<file path="src/rtl/dump_pkg.sv">
// Shared types and constants for the debug read-back streamer.
// Used by the FSM in dump_streamer and by the word_serializer byte mux.
package dump_pkg;

  typedef enum logic [2:0] {
    ST_IDLE    = 3'd0,
    ST_FETCH   = 3'd1,
    ST_LATCH   = 3'd2,
    ST_SEND    = 3'd3,
    ST_WAIT_TX = 3'd4,
    ST_DONE    = 3'd5
  } state_t;

  // Which part of the processor state the current word belongs to
  typedef enum logic [1:0] {
    SEC_PC  = 2'd0,
    SEC_REG = 2'd1,
    SEC_MEM = 2'd2
  } section_t;

  localparam int BYTES_PER_WORD = 4;
  localparam int BYTE_IDX_W     = 2;
  localparam int WORD_W         = 8 * BYTES_PER_WORD;

  localparam logic [BYTE_IDX_W-1:0] LAST_BYTE_IDX = BYTE_IDX_W'(BYTES_PER_WORD - 1);

endpackage

</file>
<file path="src/rtl/dump_streamer_if.sv">
// Byte-wide handshake between the dump streamer and the UART transmitter.
// master = byte producer (streamer), slave = UART TX.
interface dump_streamer_if;

  logic [7:0] tx_data;
  logic       tx_start;
  logic       tx_done;

  modport master (
    output tx_data,
    output tx_start,
    input  tx_done
  );

  modport slave (
    input  tx_data,
    input  tx_start,
    output tx_done
  );

endinterface

</file>
<file path="src/rtl/dump_streamer_word_serializer.sv">
// Holds one 32-bit word and presents the byte selected by i_byte_idx,
// most significant byte first (index 0 = bits 31:24).
module word_serializer
  import dump_pkg::*;
(
  input  logic                  clk,
  input  logic                  rst,
  input  logic                  i_load,
  input  logic [WORD_W-1:0]     i_word,
  input  logic [BYTE_IDX_W-1:0] i_byte_idx,
  output logic [7:0]            o_byte
);

  logic [WORD_W-1:0] r_buf;
  logic [7:0]        w_bytes [BYTES_PER_WORD];

  always_ff @(posedge clk) begin
    if (rst) begin
      r_buf <= '0;
    end else if (i_load) begin
      r_buf <= i_word;
    end
  end

  // Big-endian byte lanes: lane 0 is the top byte of the buffer
  genvar gi;
  generate
    for (gi = 0; gi < BYTES_PER_WORD; gi++) begin : g_lane
      assign w_bytes[gi] = r_buf[WORD_W-1-8*gi -: 8];
    end
  endgenerate

  assign o_byte = w_bytes[i_byte_idx];

endmodule

</file>
<file path="src/rtl/dump_streamer.sv">
// Debug read-back: streams PC, register file and data memory to the UART TX,
// one 32-bit word at a time, MSB first.
module dump_streamer
  import dump_pkg::*;
#(
  parameter int N_REGS      = 32,
  parameter int DMEM_WORDS  = 32,
  parameter int DMEM_ADDR_W = 32,
  parameter int REG_ADDR_W  = 5
) (
  input  logic                   clk,
  input  logic                   rst,
  input  logic                   i_start,
  input  logic [31:0]            i_pc,
  output logic [REG_ADDR_W-1:0]  o_reg_addr,
  input  logic [31:0]            i_reg_data,
  output logic [DMEM_ADDR_W-1:0] o_mem_addr,
  input  logic [31:0]            i_mem_data,
  dump_streamer_if.master        tx,
  output logic                   o_busy,
  output logic                   o_done
);

  localparam int MAX_WORDS = (N_REGS > DMEM_WORDS) ? N_REGS : DMEM_WORDS;
  localparam int IDX_W     = (MAX_WORDS > 1) ? $clog2(MAX_WORDS) : 1;

  localparam logic [IDX_W-1:0] LAST_REG = IDX_W'(N_REGS - 1);
  localparam logic [IDX_W-1:0] LAST_MEM = IDX_W'(DMEM_WORDS - 1);

  state_t                  r_state;
  state_t                  w_state_next;
  section_t                r_section;
  logic [IDX_W-1:0]        r_word_idx;
  logic [BYTE_IDX_W-1:0]   r_byte_idx;
  logic [REG_ADDR_W-1:0]   r_reg_addr;
  logic [DMEM_ADDR_W-1:0]  r_mem_addr;

  section_t                w_next_section;
  logic [IDX_W-1:0]        w_next_word_idx;
  logic                    w_more_words;
  logic                    w_load;
  logic [WORD_W-1:0]       w_load_word;
  logic [7:0]              w_byte;
  logic                    w_tx_start;
  logic                    w_busy;
  logic                    w_done;

  // Successor of the current word; empty sections are skipped
  always_comb begin
    w_more_words    = 1'b0;
    w_next_section  = r_section;
    w_next_word_idx = '0;
    case (r_section)
      SEC_PC: begin
        if (N_REGS > 0) begin
          w_more_words   = 1'b1;
          w_next_section = SEC_REG;
        end else if (DMEM_WORDS > 0) begin
          w_more_words   = 1'b1;
          w_next_section = SEC_MEM;
        end
      end
      SEC_REG: begin
        if (r_word_idx != LAST_REG) begin
          w_more_words    = 1'b1;
          w_next_word_idx = r_word_idx + 1'b1;
        end else if (DMEM_WORDS > 0) begin
          w_more_words   = 1'b1;
          w_next_section = SEC_MEM;
        end
      end
      SEC_MEM: begin
        if (r_word_idx != LAST_MEM) begin
          w_more_words    = 1'b1;
          w_next_word_idx = r_word_idx + 1'b1;
        end
      end
      default: begin
        w_more_words = 1'b0;
      end
    endcase
  end

  always_ff @(posedge clk) begin
    if (rst) begin
      r_state <= ST_IDLE;
    end else begin
      r_state <= w_state_next;
    end
  end

  always_comb begin
    w_state_next = r_state;
    w_load       = 1'b0;
    w_tx_start   = 1'b0;
    w_done       = 1'b0;
    w_busy       = 1'b1;
    case (r_state)
      ST_IDLE: begin
        w_busy = 1'b0;
        if (i_start) begin
          w_load       = 1'b1;
          w_state_next = ST_SEND;
        end
      end
      ST_FETCH: begin
        w_state_next = ST_LATCH;
      end
      ST_LATCH: begin
        w_load       = 1'b1;
        w_state_next = ST_SEND;
      end
      ST_SEND: begin
        w_tx_start   = 1'b1;
        w_state_next = ST_WAIT_TX;
      end
      ST_WAIT_TX: begin
        if (tx.tx_done) begin
          if (r_byte_idx != LAST_BYTE_IDX) begin
            w_state_next = ST_SEND;
          end else if (w_more_words) begin
            w_state_next = ST_FETCH;
          end else begin
            w_state_next = ST_DONE;
          end
        end
      end
      ST_DONE: begin
        w_busy       = 1'b0;
        w_done       = 1'b1;
        w_state_next = ST_IDLE;
      end
      default: begin
        w_busy       = 1'b0;
        w_state_next = ST_IDLE;
      end
    endcase
  end

  // Addresses update on entry to FETCH so they are stable through LATCH
  always_ff @(posedge clk) begin
    if (rst) begin
      r_section  <= SEC_PC;
      r_word_idx <= '0;
      r_byte_idx <= '0;
      r_reg_addr <= '0;
      r_mem_addr <= '0;
    end else begin
      case (r_state)
        ST_IDLE: begin
          if (i_start) begin
            r_section  <= SEC_PC;
            r_word_idx <= '0;
            r_byte_idx <= '0;
          end
        end
        ST_LATCH: begin
          r_byte_idx <= '0;
        end
        ST_WAIT_TX: begin
          if (tx.tx_done) begin
            if (r_byte_idx != LAST_BYTE_IDX) begin
              r_byte_idx <= r_byte_idx + 1'b1;
            end else if (w_more_words) begin
              r_section  <= w_next_section;
              r_word_idx <= w_next_word_idx;
              if (w_next_section == SEC_MEM) begin
                r_mem_addr <= DMEM_ADDR_W'({w_next_word_idx, 2'b00});
              end else begin
                r_reg_addr <= REG_ADDR_W'(w_next_word_idx);
              end
            end
          end
        end
        default: begin
          r_byte_idx <= r_byte_idx;
        end
      endcase
    end
  end

  assign w_load_word = (r_state == ST_IDLE)   ? i_pc       :
                       (r_section == SEC_MEM) ? i_mem_data : i_reg_data;

  word_serializer u_serializer (
    .clk        (clk),
    .rst        (rst),
    .i_load     (w_load),
    .i_word     (w_load_word),
    .i_byte_idx (r_byte_idx),
    .o_byte     (w_byte)
  );

  assign tx.tx_data  = w_byte;
  assign tx.tx_start = w_tx_start;
  assign o_reg_addr  = r_reg_addr;
  assign o_mem_addr  = r_mem_addr;
  assign o_busy      = w_busy;
  assign o_done      = w_done;

endmodule

</file>
<file path="src/flat_wrapper.sv">
// flat-port wrapper written by rule: the top's interface ports become plain ports
module dump_streamer_flat import dump_pkg::*;
#(
  parameter int N_REGS      = 32,
  parameter int DMEM_WORDS  = 32,
  parameter int DMEM_ADDR_W = 32,
  parameter int REG_ADDR_W  = 5
)
  (clk, rst, i_start, i_pc, o_reg_addr, i_reg_data, o_mem_addr, i_mem_data, o_busy, o_done, tx_tx_data, tx_tx_start, tx_tx_done);
  dump_streamer_if tx_i ();
  input  logic clk;
  input  logic rst;
  input  logic i_start;
  input  logic [31:0] i_pc;
  output logic [REG_ADDR_W-1:0] o_reg_addr;
  input  logic [31:0] i_reg_data;
  output logic [DMEM_ADDR_W-1:0] o_mem_addr;
  input  logic [31:0] i_mem_data;
  output logic o_busy;
  output logic o_done;
  output wire logic [$bits(tx_i.tx_data)-1:0] tx_tx_data;
  output wire logic [$bits(tx_i.tx_start)-1:0] tx_tx_start;
  input wire logic [$bits(tx_i.tx_done)-1:0] tx_tx_done;
  assign tx_tx_data = tx_i.tx_data;
  assign tx_tx_start = tx_i.tx_start;
  assign tx_i.tx_done = tx_tx_done;
  dump_streamer #(.N_REGS(N_REGS), .DMEM_WORDS(DMEM_WORDS), .DMEM_ADDR_W(DMEM_ADDR_W), .REG_ADDR_W(REG_ADDR_W)) u_core (.clk(clk), .rst(rst), .i_start(i_start), .i_pc(i_pc), .o_reg_addr(o_reg_addr), .i_reg_data(i_reg_data), .o_mem_addr(o_mem_addr), .i_mem_data(i_mem_data), .tx(tx_i), .o_busy(o_busy), .o_done(o_done));
endmodule
</file>
<file path="config.mk">
export PLATFORM = sky130hd
export DESIGN_NAME = dump_streamer_flat
export DESIGN_NICKNAME = d
export VERILOG_FILES = /design/src/rtl/dump_pkg.sv /design/src/rtl/dump_streamer_if.sv /design/src/rtl/dump_streamer_word_serializer.sv /design/src/rtl/dump_streamer.sv /design/src/flat_wrapper.sv
export SDC_FILE = /design/constraint.sdc
export NUM_CORES = 1
export LEC_CHECK = 0
export BUFFER_PORTS_ARGS = -buffer_cell sky130_fd_sc_hd__buf_2
export CAP_MARGIN = 5
export CORE_MARGIN = 2
export CORE_UTILIZATION = 25
export DETAILED_ROUTE_END_ITERATION = 16
export SETUP_SLACK_MARGIN = 0.3
export SLEW_MARGIN = 0
export SYNTH_ARGS = -nofsm -noshare
export SYNTH_HDL_FRONTEND = slang
export SYNTH_SLANG_ARGS = --single-unit
</file>
<file path="constraint.sdc">
create_clock -name clk -period 2.2 [get_ports clk]
set_input_delay 0.22 -clock clk [delete_from_list [all_inputs] [get_ports clk]]
set_output_delay 0.22 -clock clk [all_outputs]
set_load 0.01 [all_outputs]
</file>
==> run summary, run 1 <==
Slew headroom -> 59.68%
CTS H-tree lvls -> 2
Crit Path Max Fanout -> 7
number of remaining DRC errors -> 0
RSZ-0062 raised after global routing -> yes
ant diodes -> 0
largest net degree at the start of global routing -> 52
Crit path depth -> 7
actual slew at the worst max-slew pin -> 0.6031 ns
R2R depth -> 7
Crit Path Category -> flop to flop
Clock Tree Root -> clkbuf_16
RR Startpoint -> u_core.r_section[1]
CP top delay family -> compound AO/OA/AOI/OAI gates
CP Launch Type -> flop
clock sinks -> 54
status -> finished, final reports clean
share of layout cells above drive strength 1 -> 44.90%
vias in the first global route -> 3375
Slowest cell on crit path -> dfxtp_4
critical path data arrival time -> 2.10 ns
clk_skew -> 0.006244 ns
GPL Wtd Cong -> 0.8088
Synth top cells by count -> dfxtp_1 (54), mux2i_1 (40), nor2_1 (39)
maxcap violations -> 0
routed vias -> 3454
die area -> 15790 um^2
Die Wd -> 125.7 um
top post-synthesis cells by area -> dfxtp_1 (29%), a2111oi_2 (12%), mux2i_1 (11%)
Bufs and invs on worst path -> 2
min cycle time layout -> 1.894 ns
Tot GR Track Use -> 13.44%
final core occ -> 33.30%
layout net count -> 616
Post-synth EDFFs -> 0
Clock Pin Slew Worst Setup and Hold Paths -> 0.07 ns
standard-cell row count -> 44
Port Buffer Count -> 120
leading area contributor after synthesis -> dfxtp_1
first-pass GRT wire length -> 17.18 mm
PD cells -> 575.8 nW/um^2
Tcrit/Tclk final -> 86.10%
Detailed Route WL -> 11.62 mm
maximum vdd drop -> 0.0003230 V
CTS tree -> built
Max Slew Vio Count -> 0
fin area -> 4822 um^2
Area Growth Syn to Fin -> 30.33%
slowest stage delay, CP -> 0.38 ns
final hold violation count -> 0
initial DRC count -> 142
fillers -> 1481
Worst-Skew Late Latency -> 0.30 ns
Placed Area -> 4353 um^2
Critical Path, Cell by Cell -> clkinvlp_4 -> ha_4 -> or2_4 -> o2111ai_4 -> buf_4 -> a221oi_1 -> a211oi_1
Seq cells post-synth -> 54
core box area -> 14480 um^2
Initial Util -> 25.55%
worst min path class -> input pin to flop
Final ANT Viol Nets -> 0
DR vias/cell -> 4.977
CTS Buf Count -> 5
Reg2Reg Capture Point -> u_core.r_section[1]
Die Height -> 125.7 um
count of final setup violators -> 0
worst endpoint required time -> 2.41 ns
HPWL after DPL -> 7.896 mm
initial antenna violation count -> 2
drt wl/cell -> 16.74 um
drt pass-1 iters -> 4
FF-to-FF setup slack -> 0.31 ns
Fin Setup TNS -> 0 ns
synthesized area -> 3700 um^2
Max Freq -> 0.5279 GHz
num ports -> 148
Post-Synthesis Cells -> 395
ys flop type -> dfxtp_1
share of Yosys cell area claimed by the top area cell type -> 29.22%
CTS Buffer Depth -> 2
Leakage -> 1.903 nW
most common cell in the netlist -> dfxtp_1
syn_area_per_cell -> 9.367 um^2
Setup crit end -> u_core.r_section[1]
final global-route overflow total -> 0
origin of the worst setup path -> u_core.r_section[1]
Syn. warnings -> 0
Async SR Flop Fraction -> 0%
Crit. End Element -> flop
Unique masters post-synth -> 47
post-synthesis sequential area ratio -> 29.22%
[per-stage QoR]
stage,setup slack [ns],hold WS [ns],total power [W],cells
after floorplan,0.3229,0.3372,0.001732,421
after global placement,0.1415,0.4582,0.001906,671
after detailed placement,0.04419,0.4726,0.001925,671
after CTS,0.3011,0.1700,0.002773,687
after global routing,0.2509,0.1767,0.002940,694
final,0.3057,0.1769,0.002777,694
[power breakdown]
| group | switching, W | internal (W) |
|---|---|---|
| logic | 0.000467 | 0.000349 |
| registers | 0.0000581 | 0.00106 |
| clock network | 0.000406 | 0.000437 |
| total | 0.000931 | 0.00185 |
[placed cells by master, fill, tap and decap left out, types with 6 or more instances in the layout]
cell type,instances
a2111oi_2,29
nor4_1,32
nand2b_1,9
mux4_2,8
a21oi_1,35
clkbuf_16,6
buf_2,120
nor2_1,39
buf_4,25
conb_1,27
dfxtp_1,47
nor2b_1,7
mux2i_1,40
[state kept, by name, indices dropped and copies added, names as in the netlist]
register / cells
u_core.o_mem_addr: 5
u_core.o_reg_addr: 5
u_core.r_byte_idx: 2
u_core.r_section: 2
u_core.r_state: 3
u_core.r_word_idx: 5
u_core.u_serializer.r_buf: 32
[logic make-up (layout without fill, tap and decap cells)]
kind of cell	count (synthesis)	in the layout	share of synthesized area, %
adder cells (fa/ha/maj)	7	7	2.367
buffers and inverters	72	160	11.40
AO/OA/AOI/OAI	95	95	23.34
multiplexers	48	48	15.69
other	1	27	0.1014
XOR/XNOR	2	2	0.4735
AND/OR/NAND/NOR	116	117	17.42
flip-flops	54	54	29.22
[per-layer routing]
layer  global-route usage, %  wire, um
met1                   15.45      4559
met3                   3.568       822
met2                   24.10      5972
met5                       0        13
met4                   4.510       248
[worst reg2reg max path, delay by kind of cell (launching register included)]
family                   cells  cell delay [ns]
AND/OR/NAND/NOR              1             0.26
AO/OA/AOI/OAI                3             0.59
buffers and inverters        2             0.36
flip-flops                   1             0.38
adder cells (fa/ha/maj)      1             0.21
[area by class of cell]
cell class                      count  area [um^2]  share of cell area (%)
Sequential cell                    54         1097                   22.76
Clock buffer                        5        125.1                   2.595
Inverter                            3        15.01                  0.3114
Timing Repair Buffer              149        855.8                   17.75
Multi-Input combinational cell    296         2470                   51.22
Tap cell                          184        230.2                   4.774
Clock inverter                      3        28.78                  0.5968
[worst min-delay path by stage]
stage / slack (ns) / endpoint / startpoint / cells after the start
floorplan: 0.34 / u_core.r_state[2] / tx_tx_done / 1
global placement: 0.46 / u_core.o_reg_addr[0] / u_core.o_reg_addr[0] / 2
detailed placement: 0.47 / u_core.o_reg_addr[3] / u_core.o_reg_addr[3] / 2
CTS: 0.17 / u_core.r_state[2] / tx_tx_done / 2
global route: 0.18 / u_core.r_state[2] / tx_tx_done / 2
finish: 0.18 / u_core.r_state[2] / tx_tx_done / 2
[timing repair]
item | CTS | global route
endpoints found under the setup margin | 20 | 43
hold buffers | 0 | 0
gates resized for setup | 24 | 23
cloned | 0 | 2
setup buffers | 8 | 5
pin swaps | 3 | 3
Power figures use the tool's default switching activity.
==> inputs of run 2 (changes only) <==
- ABC_AREA: unset -> 1
==> run summary, run 2 <==
post-synthesis sequential area ratio -> 30.62% (+1.4 points)
clock sinks -> 54 (unchanged)
clk_skew -> 0.005846 ns (-0.0003981 ns)
die area -> 15090 um^2 (-4.4%)
Max Slew Vio Count -> 0 (unchanged)
largest net degree at the start of global routing -> 65 (+25%)
Synth top cells by count -> nand2_1 (117), inv_1 (87), o211ai_1 (64)
Die Wd -> 122.8 um (-2.2%)
worst endpoint required time -> 2.37 ns (-0.04 ns)
count of final setup violators -> 0 (unchanged)
RSZ-0062 raised after global routing -> yes
Port Buffer Count -> 120 (unchanged)
cts-stage hold buffer count -> 0 (unchanged)
syn_area_per_cell -> 6.467 um^2 (-31%)
origin of the worst setup path -> u_core.r_byte_idx[1]
GR Util met3 -> 2.556% (-1.0 points)
Placed Area -> 4209 um^2 (-3.3%)
simple-gate portion of the synthesized area -> 26.97% (+9.6 points)
Hold Crit Depth -> 2 (unchanged)
Fin Setup TNS -> 0 ns (unchanged)
Slowest cell on crit path -> dfxtp_1
ant diodes -> 0 (unchanged)
final core occ -> 32.88% (-0.42 points)
share of layout cells above drive strength 1 -> 27.08% (-18 points)
Crit Path Category -> flop to flop
worst min path class -> input pin to flop
layout net count -> 767 (+25%)
Tot GR Track Use -> 12.67% (-0.77 points)
top post-synthesis cells by area -> dfxtp_1 (31%), o211ai_1 (14%), nand2_1 (12%)
Tot Pwr -> 0.003112 W (+12%)
final worst setup slack -> 0.3862 ns (+0.08052 ns)
status -> finished, final reports clean
share of Yosys cell area claimed by the top area cell type -> 30.62% (+1.4 points)
most flop-heavy register -> u_core.u_serializer.r_buf
Die Height -> 122.8 um (-2.2%)
busiest grt layer -> met2
Area Growth Syn to Fin -> 28.77%
vias in the first global route -> 3067 (-9.1%)
DR vias/cell -> 4.291 (-14%)
Tcrit/Tclk final -> 82.44% (-3.7 points)
initial DRC count -> 125 (-12%)
Detailed Route WL -> 10.01 mm (-14%)
core box area -> 13830 um^2 (-4.5%)
num ports -> 148 (unchanged)
R2R depth -> 9 (+2)
Leakage -> 2.310 nW (+21%)
xor/xnor share of the synthesized area -> 0% (-0.47 points)
RR Startpoint -> u_core.r_byte_idx[1]
commonest cells after routing, fill and taps aside -> buf_2 (120), nand2_1 (110), inv_1 (85)
pre-CTS setup slack -> 0.2597 ns (+0.2155 ns)
ys flop type -> dfxtp_1
Max Freq -> 0.5513 GHz (+4.4%)
commonest non-fill, non-tap cell in the layout -> buf_2
first-pass GRT wire length -> 15.21 mm (-11%)
Syn. warnings -> 0 (unchanged)
initial antenna violation count -> 0 (-2)
Crit. End Element -> flop
critical path data arrival time -> 1.99 ns (-0.11 ns)
FF-to-FF setup slack -> 0.39 ns (+0.08 ns)
synthesized area -> 3531 um^2 (-4.6%)
Final ANT Viol Nets -> 0 (unchanged)
multiplexer area fraction after synthesis -> 0% (-16 points)
Crit Path Max Fanout -> 11 (+4)
GPL Wtd Cong -> 0.7988 (-1.2%)
main combinational cell family by area after synthesis -> simple AND/OR/NAND/NOR gates
min-delay src -> rst
Slew headroom -> 57.40% (-2.3 points)
HPWL after DPL -> 7.472 mm (-5.4%)
Unique masters post-synth -> 27 (-43%)
CTS tree -> built
CP Launch Type -> flop
Clock Tree Root -> clkbuf_16
Clock Pin Slew Worst Setup and Hold Paths -> 0.07 ns (about the same)
Seq cells post-synth -> 54 (unchanged)
maxcap violations -> 0 (unchanged)
met2 Use GR -> 19.89% (-4.2 points)
drt pass-1 iters -> 5 (+1)
adder-cell share of the synthesized area -> 2.481% (+0.11 points)
drt wl/cell -> 11.90 um (-29%)
min cycle time layout -> 1.814 ns (-0.08052 ns)
post-synthesis compound-gate area fraction -> 20.52% (-2.8 points)
slowest stage delay, CP -> 0.54 ns (+0.16 ns)
CTS H-tree lvls -> 2 (unchanged)
GR Util met1 -> 18.09% (+2.6 points)
standard-cell row count -> 43 (-2.3%)
fin area -> 4547 um^2 (-5.7%)
CTS Buf Count -> 5 (unchanged)
Async SR Flop Fraction -> 0% (unchanged)
final global-route overflow total -> 0 (unchanged)
most common cell in the netlist -> nand2_1
PD cells -> 684.3 nW/um^2 (+19%)
Critical Path, Cell by Cell -> ha_1 -> nand2_1 -> inv_1 -> nor2_1 -> nor2_1 -> nand2_4 -> buf_4 -> nand2_1 -> a21oi_1
Largest register FFs -> 32 (unchanged)
maximum vdd drop -> 0.0004088 V (+27%)
Worst-Skew Late Latency -> 0.29 ns (about the same)
number of remaining DRC errors -> 0 (unchanged)
routed vias -> 3609 (+4.5%)
actual slew at the worst max-slew pin -> 0.6351 ns (+0.03198 ns)
CTS Buffer Depth -> 2 (unchanged)
Post-synth EDFFs -> 0 (unchanged)
Initial Util -> 25.54% (about the same)
final hold violation count -> 0 (unchanged)
Post-Synthesis Cells -> 546 (+38%)
leading area contributor after synthesis -> dfxtp_1
-- run 2: metrics by stage --
stage                     instances  hold slack (ns)
final                           841           0.2556
after global routing            841           0.2537
after CTS                       835           0.2513
after detailed placement        824           0.4723
after global placement          824           0.4655
after floorplan                 572           0.4118
-- run 2: kinds of logic after synthesis --
logic type	count (synthesis)
adders and majority gates	7
AOI/OAI and AO/OA	107
other	1
and+or+nand+nor	228
DFF	54
buffers and inverters	149
-- run 2: routing by layer --
layer	wire (um)	vias up
met5	0	-
li1	-	1946
met3	625	4
met2	4331	107
met1	4986	1552
met4	61	0
-- run 2: layout make-up --
class / count / area (um^2)
Fill cell: 1517 / 9280
Multi-Input combinational cell: 369 / 1952
Sequential cell: 54 / 1086
Timing Repair Buffer: 136 / 749.5
Inverter: 93 / 352.8
Tap cell: 180 / 225.2
Clock buffer: 5 / 125.1
Clock inverter: 3 / 48.80
Timing Repair inverter: 1 / 7.507
-- run 2: what timing repair did --
item / CTS / global route
buffers inserted: 2 / 6
resized for setup: 7 / 23
pin swaps: 0 / 11
cloned: 1 / 0
setup endpoints to repair: 12 / 25
-- run 2: worst paths after layout --
| check | to |
|---|---|
| min | u_core.r_word_idx[0] |
| max | u_core.r_section[1] |
| min reg2reg | u_core.o_mem_addr[4] |
| max reg2reg | u_core.r_section[1] |
-- run 2: worst max-delay path, delay by kind of cell (launching register included) --
family	cells	cell delay (ns)
and+or+nand+nor	5	0.61
DFF	1	0.54
buffers and inverters	2	0.27
adders and majority gates	1	0.24
AOI/OAI and AO/OA	1	0.05
-- run 2: where the power goes --
group / switching, W / internal (W) / leakage (nW) / total [W]
sequential: 0.0000937 / 0.00110 / 0.445 / 0.00120
combinational: 0.000605 / 0.000389 / 1.78 / 0.000994
clock: 0.000376 / 0.000545 / 0.0819 / 0.000922
total: 0.00108 / 0.00204 / 2.31 / 0.00311
